File: config.mk
export PLATFORM = sky130hd
export DESIGN_NAME = clr_st_classify
export DESIGN_NICKNAME = d
export VERILOG_FILES = /design/src/rtl/clr_st_pkg.sv /design/src/rtl/clr_st_bnd_cmp.sv /design/src/rtl/clr_st_classify.sv
export SDC_FILE = /design/constraint.sdc
export NUM_CORES = 1
export LEC_CHECK = 0
export CORE_MARGIN = 8
export CORE_UTILIZATION = 25
export CTS_CLUSTER_DIAMETER = 60
export DETAILED_ROUTE_END_ITERATION = 6
export GPL_ROUTABILITY_DRIVEN = 1
export GPL_TIMING_DRIVEN = 0
export PLACE_DENSITY = 0.41
export SYNTH_ARGS = -nofsm -noshare
export SYNTH_HDL_FRONTEND = slang
export SYNTH_SLANG_ARGS = --single-unit
File: constraint.sdc
create_clock -name clk -period 9.5 [get_ports clk]
set_input_delay 2.85 -clock clk [delete_from_list [all_inputs] [get_ports clk]]
set_output_delay 2.85 -clock clk [all_outputs]
set_load 0.02 [all_outputs]
File: src/rtl/clr_st_pkg.sv
// Shared color-state codes for the measurement color classifier.
package clr_st_pkg;

    typedef enum logic [1:0] {
        CLR_ST_NEG_BIG = 2'b00,
        CLR_ST_NEG_SML = 2'b01,
        CLR_ST_POS_SML = 2'b10,
        CLR_ST_POS_BIG = 2'b11
    } clr_st_e;

    localparam clr_st_e CLR_ST_RST = CLR_ST_POS_SML;

endpackage

File: src/rtl/clr_st_bnd_cmp.sv
// One boundary of the classifier: is the sample above boundary bnd, with the
// hysteresis band shifted toward whichever side the current state sits on.
module clr_st_bnd_cmp #(
    parameter int W = 16
) (
    input  logic signed [W+1:0] bnd,
    input  logic        [W-2:0] h,
    input  logic                above,
    input  logic signed [W-1:0] smp,
    output logic                abv
);

    logic signed [W+1:0] h_x;
    logic signed [W+1:0] smp_x;
    logic signed [W+1:0] lim;

    always_comb begin
        h_x   = $signed({3'b000, h});
        smp_x = $signed({{2{smp[W-1]}}, smp});
        lim   = above ? (bnd - h_x) : (bnd + h_x);
        abv   = (smp_x >= lim);
    end

endmodule

File: src/rtl/clr_st_classify.sv
// Signed sample -> 2-bit display color state, with hysteresis and an optional
// dwell filter enabled by the CLR_ST_DWELL_EN macro.
module clr_st_classify
    import clr_st_pkg::*;
#(
    parameter int W      = 16,
    parameter int HOLD_N = 1024
) (
    input  logic                clk,
    input  logic                rst,
    input  logic signed [W-1:0] sig,
    input  logic                sig_vld,
    input  logic        [W-2:0] thr,
    input  logic        [W-2:0] hyst,
    output logic        [1:0]   clrst,
    output logic                clrst_chg
);

    if (HOLD_N < 1 || HOLD_N > 65535) begin : g_hold_range
        $error("clr_st_classify: HOLD_N must be within 1..65535");
    end

    // Clamping h to thr/2 keeps the three hysteresis bands ordered.
    function automatic logic [W-2:0] clamp_hyst(input logic [W-2:0] hy,
                                                input logic [W-2:0] th);
        logic [W-2:0] half;
        half = th >> 1;
        return (hy < half) ? hy : half;
    endfunction

    logic signed [W-1:0] sig_p1_q, sig_p1_d;
    logic        [W-2:0] thr_p1_q, thr_p1_d;
    logic        [W-2:0] h_p1_q, h_p1_d;
    logic                vld_p1_q, vld_p1_d;

    always_comb begin
        sig_p1_d = sig_p1_q;
        thr_p1_d = thr_p1_q;
        h_p1_d   = h_p1_q;
        vld_p1_d = sig_vld;
        if (sig_vld) begin
            sig_p1_d = sig;
            thr_p1_d = thr;
            h_p1_d   = clamp_hyst(hyst, thr);
        end
    end

    always_ff @(posedge clk) begin
        sig_p1_q <= sig_p1_d;
        thr_p1_q <= thr_p1_d;
        h_p1_q   <= h_p1_d;
    end

    always_ff @(posedge clk) begin
        if (rst) vld_p1_q <= 1'b0;
        else     vld_p1_q <= vld_p1_d;
    end

    // ---- stage 1 -> stage 2: candidate state and state update ----
    clr_st_e             clrst_q, clrst_d;
    logic                clrst_chg_q, clrst_chg_d;
    logic signed [W+1:0] thr_x;
    logic signed [W+1:0] bnd [3];
    logic        [2:0]   abv;
    logic        [1:0]   cand;

    always_comb begin
        thr_x  = $signed({3'b000, thr_p1_q});
        bnd[0] = -thr_x;
        bnd[1] = '0;
        bnd[2] = thr_x;
    end

    for (genvar k = 0; k < 3; k++) begin : g_bnd
        clr_st_bnd_cmp #(.W(W)) u_cmp (
            .bnd   (bnd[k]),
            .h     (h_p1_q),
            .above (clrst_q > 2'(k)),
            .smp   (sig_p1_q),
            .abv   (abv[k])
        );
    end

    always_comb cand = {1'b0, abv[0]} + {1'b0, abv[1]} + {1'b0, abv[2]};

`ifdef CLR_ST_DWELL_EN
    localparam int CW = $clog2(HOLD_N + 1);

    logic [CW-1:0] cnt_q, cnt_d, cnt_inc;
    logic [1:0]    pend_q, pend_d;

    always_comb begin
        clrst_d     = clrst_q;
        clrst_chg_d = 1'b0;
        cnt_d       = cnt_q;
        pend_d      = pend_q;
        cnt_inc     = '0;
        if (vld_p1_q) begin
            if (cand == clrst_q) begin
                cnt_d = '0;
            end else begin
                cnt_inc = (cand == pend_q) ? (cnt_q + 1'b1) : CW'(1);
                pend_d  = cand;
                if (cnt_inc == CW'(HOLD_N)) begin
                    clrst_d     = clr_st_e'(cand);
                    clrst_chg_d = 1'b1;
                    cnt_d       = '0;
                end else begin
                    cnt_d = cnt_inc;
                end
            end
        end
    end

    always_ff @(posedge clk) begin
        if (rst) begin
            cnt_q  <= '0;
            pend_q <= CLR_ST_RST;
        end else begin
            cnt_q  <= cnt_d;
            pend_q <= pend_d;
        end
    end
`else
    always_comb begin
        clrst_d     = clrst_q;
        clrst_chg_d = 1'b0;
        if (vld_p1_q && (cand != clrst_q)) begin
            clrst_d     = clr_st_e'(cand);
            clrst_chg_d = 1'b1;
        end
    end
`endif

    always_ff @(posedge clk) begin
        if (rst) begin
            clrst_q     <= CLR_ST_RST;
            clrst_chg_q <= 1'b0;
        end else begin
            clrst_q     <= clrst_d;
            clrst_chg_q <= clrst_chg_d;
        end
    end

    assign clrst     = clrst_q;
    assign clrst_chg = clrst_chg_q;

endmodule

==> results of run 1 <==
-- critical path, stage by stage, from the launching register on --
cell and delay [ns]:
dfxtp_1 0.49, or2_2 0.18, clkbuf_1 0.34, clkbuf_1 0.42, nand2_1 0.12, xnor2_1 0.16, ha_1 0.38, a211oi_1 0.46
o211ai_1 0.18, a21o_1 0.19, a21oi_1 0.27, o21bai_1 0.15, a221oi_1 0.32, xor2_1 0.12, ha_1 0.31, nand4_1 0.16
nor4_1 0.42, a221oi_1 0.16, o21ai_0 0.11, a21oi_1 0.07, mux2i_1 0.15, fa_1 0.60, xor2_1 0.15, a21oi_1 0.07
-- final cells by class --
class	count	share of cell area, %
Sequential cell	50	20.7
Clock buffer	5	1.77
Buffer	18	0.976
Tap cell	319	5.66
Clock inverter	2	0.213
Multi-Input combinational cell	541	60.6
Timing Repair Buffer	52	7.45
Inverter	49	2.61
-- cell families after synthesis --
kind of cell | count (synthesis) | share of synthesized area, %
AOI/OAI and AO/OA | 179 | 19.2
and+or+nand+nor | 160 | 14.0
adders and majority gates | 115 | 24.5
xor gates and xnor gates | 69 | 10.3
buffers and inverters | 67 | 4.22
DFF | 50 | 24.4
muxes | 17 | 3.14
other | 1 | 0.0627
-- placed cells by master (no fill, tap or decap), drive strengths merged, types with 6 or more instances in the layout --
cell type | Yosys | final
nor3 | 12 | 12
nand4 | 15 | 15
clkdlybuf4s50 | 0 | 50
or3 | 6 | 6
edfxtp | 46 | 46
a21o | 31 | 31
xnor2 | 53 | 53
mux2 | 14 | 14
nand2b | 13 | 13
a31oi | 6 | 6
a21oi | 56 | 56
inv | 49 | 49
o31ai | 10 | 10
ha | 111 | 111
nor2b | 8 | 8
clkbuf | 16 | 21
o21ai | 35 | 35
nor2 | 34 | 34
nand3 | 12 | 12
nand2 | 41 | 41
xor2 | 15 | 15
-- power groups by stage --
stage / logic (mW) / clock network, mW / registers, mW
2_1_floorplan: 0.492 / 0 / 0.290
3_3_place_gp: 0.655 / 0 / 0.305
3_5_place_dp: 0.664 / 0 / 0.305
4_1_cts: 0.670 / 0.199 / 0.300
5_1_grt: 0.755 / 0.206 / 0.304
6_report: 0.662 / 0.190 / 0.300
-- per-layer routing --
layer  share of wire [%]  up-vias  routed length, um  GRT usage [%]
met5                   0        -                  0              0
met4                 2.1        0                358           3.81
met3                 3.8       22                654           1.96
met2                  45      110               7740           19.8
met1                  50     2318               8590           16.4
li1                    -     2532                  -              -
-- per-stage QoR --
stage	area (um^2)	setup WS [ns]	utilization, %	total power, mW
final	7050	3.41	30.0	1.15
after global routing	7050	2.82	30.0	1.26
after CTS	7050	3.32	30.0	1.17
after detailed placement	6910	3.27	29.4	0.969
after global placement	6890	3.26	29.4	0.960
after floorplan	5980	4.25	-	0.782
-- state kept, by name, summed over array words and instances (netlist names) --
name	flops
clrst_chg	1
vld_p1_q	1
clrst	2
thr_p1_q	15
h_p1_q	15
sig_p1_q	16
-- worst max path at each step --
stage,endpoint,slack (ns),cells after the start
after floorplan,clrst_chg,4.25,23
after global routing,clrst_chg,2.82,23
after CTS,clrst_chg,3.32,23
after detailed placement,h_p1_q[6],3.27,10
final,clrst_chg,3.41,23
after global placement,h_p1_q[11],3.26,10
==> flow_summary.yaml, run 1 <==
status:
  status: "complete, no violations"
logic_synthesis:
  yosysMostFrequentCell: "ha_1"
  synthTopCellsByCount: "111 x ha_1, 56 x a21oi_1, 53 x xnor2_1, 46 x edfxtp_1"
  synth_area_leaders: "ha_1 23%, edfxtp_1 23%, xnor2_1 7.8%, a21oi_1 4.7%, a21o_1 3.9%"
  post_synth_inst_count: 658
  ys_async_sr_fraction_pct: 0
  synth_edf_count: 46
  ys_seq_area_share_pct: 24.4
  synth_top_area_cell: "ha_1"
  syn_nets: 822
  synth_flop_cell: "edfxtp_1"
  ys_types: 67
  syn_area_um2: 5980
  synth_top_area_share_pct: 23.2
  ys_ff_latch: 50
  ys_warn_count: 0
  synth.avg_cell_area_um2: 9.09
clock_network:
  clkTransAtPathRegs_ns: 0.07
  clock_tree.buffer_depth: 2
  hold_buffers: 0
  cts_sinks: 50
  cts_buffers: 5
  cts_resized: 0
  cts_htree_levels: 2
  clock_latency_ns: 0.30
  clockRootBuffer: "clkbuf_16"
  cts_setup_buffers: 0
  cts_tree: "done"
cells_and_area:
  regArea_um2: 1460
  nNetsFinal: 881
  area_delta_synth_final_pct: 17.8
  multi_input_comb_area_um2: 4270
  num-fill-cells: 2502
  num_antenna_cells: 0
  layout.cells.non_filler: 1036
  drive_gt1_share_pct: 4.32
drt:
  wirelength_mm: 17.3
  vias: 4982
  ant_nets: 0
  drt_iter0_markers: 269
  drc: 0
  wl_per_cell_um: 16.7
  routed_via_density: 4.81
  firstDrtPassIters: 4
placement:
  dp_cells: 1029
  place_congestion: 0.862
  portBuffers: 51
  dp_hpwl_mm: 14.6
sta:
  fmax_mhz: 164
  rsz0062_at_grt: "no"
  tightestPinTransition_ns: 0.783
  min_period_ns: 6.09
  holdWs_ns: 0.508
  slew-limit-headroom_pct: 47.1
  tns_ns: 0
  clock_skew_ns: 0.00308
  finalCritPeriodShare_pct: 64.1
  hold_violations: 0
  drv_slew: 0
  setup_violations: 0
die:
  fp.dieH_um: 171
  initial_core_util_pct: 25.5
  num_rows: 56
  die_w_um: 171
  pin_count: 52
  core_um2: 23500
  dieArea_um2: 29100
critical_path:
  required_ns: 9.70
  arrival_ns: 6.29
  rrSetupSlack_ns: 3.41
  reg2reg_depth: 23
  startpoint_type: "flip-flop"
  crit_path_max_fanout: 10
  r2r-end: "clrst_chg"
  r2r_start: "clrst[0]"
  end_kind: "flip-flop"
  startpoint: "clrst[0]"
  path_class: "flip-flop to flip-flop"
hold_path:
  hold_path_class: "flip-flop to flip-flop"
  min-delay-start: "vld_p1_q"
  hold_depth: 2
  hold_end: "clrst_chg"
grt:
  first_global_vias: 5280
  grt_max_degree: 30
  grt_pass1_wl_mm: 27.6
  gr-total-overflow: 0
  grt_usage_pct: 12.2
  antenna_found_initial: 0
power:
  leakage_nw: 3.01
  p_seq_share_pct: 26.0
  p_per_area_nw_per_um2: 164
  switchingPower_mw: 0.492
  power.switching_fraction_pct: 42.7
  p_comb_share_pct: 57.5
  p_clk_share_pct: 16.5
  p_int_mw: 0.661
  ir_worst_vdd_mv: 0.0647
flow_run:
  max_cap_viol_count: 0
Power figures use the tool's default switching activity.
==> run 2: changes to the inputs <==
- PLACE_DENSITY: 0.41 -> 0.42
- clock period: 9.5 -> 5.3 ns (I/O delays scaled with it)
==> run 2 against run 1 <==
Effect of this change:
- the flow now finishes with violations (setup timing)
- design area rose by 4.7%
- critical path type unchanged
- global-route usage rose by 0.33 points
- core utilization rose by 1.4 points
- wire length rose by 2.8%
- total power rose by 91%
==> flow_summary.yaml, run 2 (synthesized netlist as in run 1, its figures left out) <==
die:
  die_w_um: 171
  core_um2: 23500
  num_rows: 56
  fp.dieH_um: 171
  dieArea_um2: 29100
  pin_count: 52
  initial_core_util_pct: 25.5
drt:
  drt_iter0_markers: 228
  routed_via_density: 4.81
  wl_per_cell_um: 16.8
  drc: 0
  wirelength_mm: 17.8
  ant_nets: 0
  firstDrtPassIters: 4
  vias: 5099
critical_path:
  critPathMaxStageDelay_ns: 0.47
  path_cells: "or3_4 -> or3b_4 -> buf_4 -> nor3_1 -> xnor2_1 -> ha_1 -> a21o_1 -> a21oi_2 -> o21ai_2 -> a21oi_2 -> buf_4 -> o21bai_1 -> a21oi_1 -> xor2_1 -> ha_1 -> a21o_1 -> a21o_1 -> a221oi_2 -> o21ai_1 -> a21oi_1 -> mux2i_1 -> fa_1 -> xor2_1 -> a21oi_1"
  worst-path-stages: 24
  startpoint: "thr_p1_q[2]"
  crit_path_max_fanout: 5
  required_ns: 5.54
  crit_end: "clrst_chg"
  reg2reg_depth: 24
  crit_buf_inv: 2
  rrSetupSlack_ns: -0.001
  r2r_start: "thr_p1_q[2]"
  end_kind: "flip-flop"
  startpoint_type: "flip-flop"
  arrival_ns: 5.54
  path_class: "flip-flop to flip-flop"
  r2r-end: "clrst_chg"
  slowest_stage: "fa_1"
  cpLargestDelayFamily: "compound AO/OA/AOI/OAI gates"
placement:
  place_congestion: 0.846
  portBuffers: 51
  dp_hpwl_mm: 14.8
  dp_cells: 1029
  placed_area_um2: 6910
sta:
  tightestPinTransition_ns: 0.788
  drv_slew: 0
  fmax_mhz: 189
  min_period_ns: 5.30
  slew-limit-headroom_pct: 46.8
  hold_violations: 0
  clock_skew_ns: 0.00360
  holdWs_ns: 0.516
  setup_violations: 1
  finalCritPeriodShare_pct: 100
  rsz0062_at_grt: "yes"
  timing.final.ws_setup_ns: -0.00106
grt:
  grt_max_degree: 28
  antenna_found_initial: 0
  gr-total-overflow: 0
  grt.met2_usage_pct: 20.1
  use_met3_pct: 1.91
  grt_usage_pct: 12.5
  first_global_vias: 5196
  grt.busiest_layer: "met2"
  grt_pass1_wl_mm: 28.1
  met1_usage_pct: 17.2
cells_and_area:
  layout.cells.non_filler: 1060
  largest_registers: "sig_p1_q x16, h_p1_q x15, thr_p1_q x15"
  largest_register: "sig_p1_q"
  final_common_cell: "ha_1"
  mostFrequentLayoutCells: "109 x ha_1, 53 x xnor2_1, 52 x a21oi_1"
  num_antenna_cells: 0
  nNetsFinal: 904
  final_area_um2: 7380
  drive_gt1_share_pct: 10.7
  largest_reg_flops: 16
  area_delta_synth_final_pct: 23.3
clock_network:
  cts_buffers: 5
  clock_tree.buffer_depth: 2
  cts_htree_levels: 2
  clkTransAtPathRegs_ns: 0.07
  clock_latency_ns: 0.30
  clockRootBuffer: "clkbuf_16"
  cts_sinks: 50
  cts_tree: "done"
power:
  ir_worst_vdd_mv: 0.119
  leakage_nw: 3.17
  p_per_area_nw_per_um2: 299
flow_run:
  max_cap_viol_count: 0
status:
  status: "finished with violations"
  violations: "setup timing"
hold_path:
  hold_path_class: "flip-flop to flip-flop"
-- run 2: changes by cell type in the layout (fill, tap and decap cells not counted), moves of 4 or more --
| cell | before | now |
|---|---|---|
| o21ai_0 | 18 | 14 |
| buf_4 | 0 | 25 |
| a21oi_2 | 0 | 4 |
| a21oi_1 | 56 | 52 |
-- run 2: how the worst min path moves through the flow --
stage	start	to	slack, ns	cells after the start
after global routing	vld_p1_q	clrst_chg	0.56	2
after floorplan	vld_p1_q	clrst_chg	0.46	2
after global placement	vld_p1_q	clrst_chg	0.48	2
after CTS	vld_p1_q	clrst_chg	0.51	2
final	vld_p1_q	clrst_chg	0.52	2
after detailed placement	vld_p1_q	clrst_chg	0.49	2
-- run 2: layout make-up --
class	count	area, um^2
plain buffers	16	62.6
clock buffers	6	129
clock inverters	2	37.5
fillers	2466	16100
inverters	49	184
multi-input cells	541	4390
flip-flops and latches	50	1460
well taps	319	399
repair buffers	77	713
-- run 2: where the power goes --
| part | switching, mW | internal [mW] |
|---|---|---|
| registers | 0.0577 | 0.473 |
| logic | 0.702 | 0.588 |
| clock network | 0.159 | 0.224 |
-- run 2: metal layers --
metal  wire length [um]  vias to the layer above
li1                   -                     2581
met1               8680                     2360
met2               7970                      134
met3                832                       24
met4                348                        0
met5                  0                        -
-- run 2: worst register-to-register path: stages, from the launching register on --
cell	delay, ns
edfxtp_1	0.45
or3_4	0.42
or3b_4	0.40
buf_4	0.16
nor3_1	0.17
xnor2_1	0.10
ha_1	0.36
a21o_1	0.21
a21oi_2	0.16
o21ai_2	0.08
a21oi_2	0.14
buf_4	0.14
o21bai_1	0.06
a21oi_1	0.15
xor2_1	0.18
ha_1	0.27
a21o_1	0.18
a21o_1	0.18
a221oi_2	0.20
o21ai_1	0.09
a21oi_1	0.15
mux2i_1	0.26
fa_1	0.47
xor2_1	0.16
a21oi_1	0.12
-- run 2: metrics by stage --
stage	power (mW)	setup TNS (ns)	util (%)	setup slack [ns]
2_1_floorplan	1.40	0	-	0.0467
3_3_place_gp	1.73	-2.39	29.4	-0.888
3_5_place_dp	1.75	-2.64	29.4	-0.952
4_1_cts	2.18	-0.295	30.7	-0.160
5_1_grt	2.41	-0.588	31.4	-0.279
6_report	2.20	-0.00106	31.4	-0.00106
-- run 2: what timing repair did --
action	CTS	global route
pin swaps	12	14
setup endpoints to repair	3	3
hold buffers	0	0
buffers inserted	13	12
gates resized for setup	13	17
==> run 3: changes to the inputs <==
- TNS_END_PERCENT: not set -> 10
==> run 3 against run 2 <==
Effect of this change:
- count of clock-buffer cells in the layout did not move
- highest routed layer unchanged
- non-clock buffer count is 2 lower
- combinational power about the same
- final cell count fell by 0.19%
- the run still ends with setup timing left
==> flow_summary.yaml, run 3 (synthesized netlist as in run 1, its figures left out) <==
sta:
  setup_violations: 1
  clock_skew_ns: 0.00420
  drv_slew: 0
  timing.final.ws_setup_ns: -0.0421
  tns_ns: -0.0421
  rsz0062_at_grt: "yes"
  slew-limit-headroom_pct: 46.8
  fmax_mhz: 187
  hold_violations: 0
  min_period_ns: 5.34
  tightestPinTransition_ns: 0.788
  holdWs_ns: 0.515
  finalCritPeriodShare_pct: 101
die:
  die_w_um: 171
  initial_core_util_pct: 25.5
  core_um2: 23500
  dieArea_um2: 29100
  fp.dieH_um: 171
  pin_count: 52
  num_rows: 56
cells_and_area:
  final_area_um2: 7340
  largest_reg_flops: 16
  drive_gt1_share_pct: 10.0
  final_common_cell: "ha_1"
  largest_registers: "sig_p1_q x16, h_p1_q x15, thr_p1_q x15"
  mostFrequentLayoutCells: "109 x ha_1, 53 x xnor2_1, 52 x a21oi_1"
  num-fill-cells: 2470
  largest_register: "sig_p1_q"
  fin_util_pct: 31.3
  num_antenna_cells: 0
  area_delta_synth_final_pct: 22.7
  nNetsFinal: 902
status:
  status: "finished with violations"
  violations: "setup timing"
hold_path:
  hold_path_class: "flip-flop to flip-flop"
grt:
  first_global_vias: 5192
  grt.met2_usage_pct: 20.1
  antenna_found_initial: 0
  grt_pass1_wl_mm: 28.1
  met1_usage_pct: 17.1
  gr-total-overflow: 0
  grt_usage_pct: 12.5
  use_met3_pct: 1.91
  grt_max_degree: 28
  grt.busiest_layer: "met2"
placement:
  dp_hpwl_mm: 14.8
  place_ws_ns: -0.952
  portBuffers: 51
  placed_area_um2: 6910
  place_congestion: 0.846
drt:
  firstDrtPassIters: 5
  ant_nets: 0
  routed_via_density: 4.83
  drc: 0
  vias: 5106
  wirelength_mm: 17.8
  wl_per_cell_um: 16.9
  drt_iter0_markers: 250
flow_run:
  max_cap_viol_count: 0
critical_path:
  slowest_stage: "fa_1"
  end_kind: "flip-flop"
  startpoint_type: "flip-flop"
  cpLargestDelayFamily: "compound AO/OA/AOI/OAI gates"
  path_class: "flip-flop to flip-flop"
  crit_buf_inv: 2
  arrival_ns: 5.58
  path_cells: "or3_4 -> or3b_4 -> buf_4 -> nor3_1 -> xnor2_1 -> ha_1 -> a21o_1 -> a21oi_2 -> o21ai_2 -> a21oi_2 -> buf_4 -> o21bai_1 -> a21oi_1 -> xor2_1 -> ha_1 -> a21o_1 -> a21o_1 -> a221oi_1 -> o21ai_1 -> a21oi_1 -> mux2i_1 -> fa_1 -> xor2_1 -> a21oi_1"
  crit_path_max_fanout: 5
  critPathMaxStageDelay_ns: 0.47
  required_ns: 5.54
clock_network:
  cts_buffers: 5
  clockRootBuffer: "clkbuf_16"
  clock_latency_ns: 0.30
  clock_tree.buffer_depth: 2
  cts_htree_levels: 2
  cts_tree: "done"
  clkTransAtPathRegs_ns: 0.07
  cts_sinks: 50
power:
  p_seq_share_pct: 24.3
  switchingPower_mw: 0.911
  leakage_nw: 3.15
  p_int_mw: 1.28
  p_per_area_nw_per_um2: 298
  power.switching_fraction_pct: 41.6
  p_comb_share_pct: 58.2
  p_clk_share_pct: 17.5
  ir_worst_vdd_mv: 0.120
==> run 3: changes by cell type in the layout (fill, tap and decap cells not counted), sizes merged <==
cell / before / now
buf: 29 / 27
==> run 3: layout make-up <==
type,instances,area (um^2),share of cell area [%]
Timing Repair Buffer,75,698,9.51
Inverter,49,184,2.50
Clock buffer,6,129,1.75
Buffer,16,62.6,0.852
Sequential cell,50,1460,19.9
Tap cell,319,399,5.44
Multi-Input combinational cell,541,4370,59.5
Clock inverter,2,37.5,0.511
==> run 3: timing repair <==
action | CTS | global route
pin swaps | 11 | 13
setup endpoints to repair | 3 | 3
gates resized for setup | 11 | 15
buffers inserted | 12 | 11
cloned | 0 | 0
hold buffers | 0 | 0
==> run 3: power groups by stage <==
stage	registers [mW]	logic [mW]	clock network, mW
floorplan	0.520	0.881	0
detailed placement	0.543	1.20	0
finish	0.531	1.27	0.383
global route	0.538	1.45	0.415
global placement	0.545	1.19	0
CTS	0.532	1.24	0.406
==> run 3: stage by stage <==
step	power, mW	instances
6_report	2.19	1058
5_1_grt	2.40	1058
4_1_cts	2.18	1047
3_5_place_dp	1.75	1029
3_3_place_gp	1.73	1028
2_1_floorplan	1.40	658
==> run 3: worst paths after layout <==
path	slack (ns)	start	to	cells past startpoint
worst max-delay path	-0.04	thr_p1_q[2]	clrst_chg	24
worst min-delay path	0.52	vld_p1_q	clrst_chg	2
worst max register to register	-0.04	thr_p1_q[2]	clrst_chg	24
worst min register to register	0.52	vld_p1_q	clrst_chg	2
==> run 3: routing by layer <==
metal	share of wire (%)	wire (um)	up-vias
met5	0	0	-
met4	1.9	334	0
met3	4.6	815	22
met2	45	7980	127
met1	49	8700	2380
li1	-	-	2577
==> run 3: worst min-delay path: cells and delay by family (launching register included) <==
family           cells  cell delay (ns)
AND/OR/NAND/NOR      1             0.08
AO/OA/AOI/OAI        1             0.04
flip-flops           1             0.35
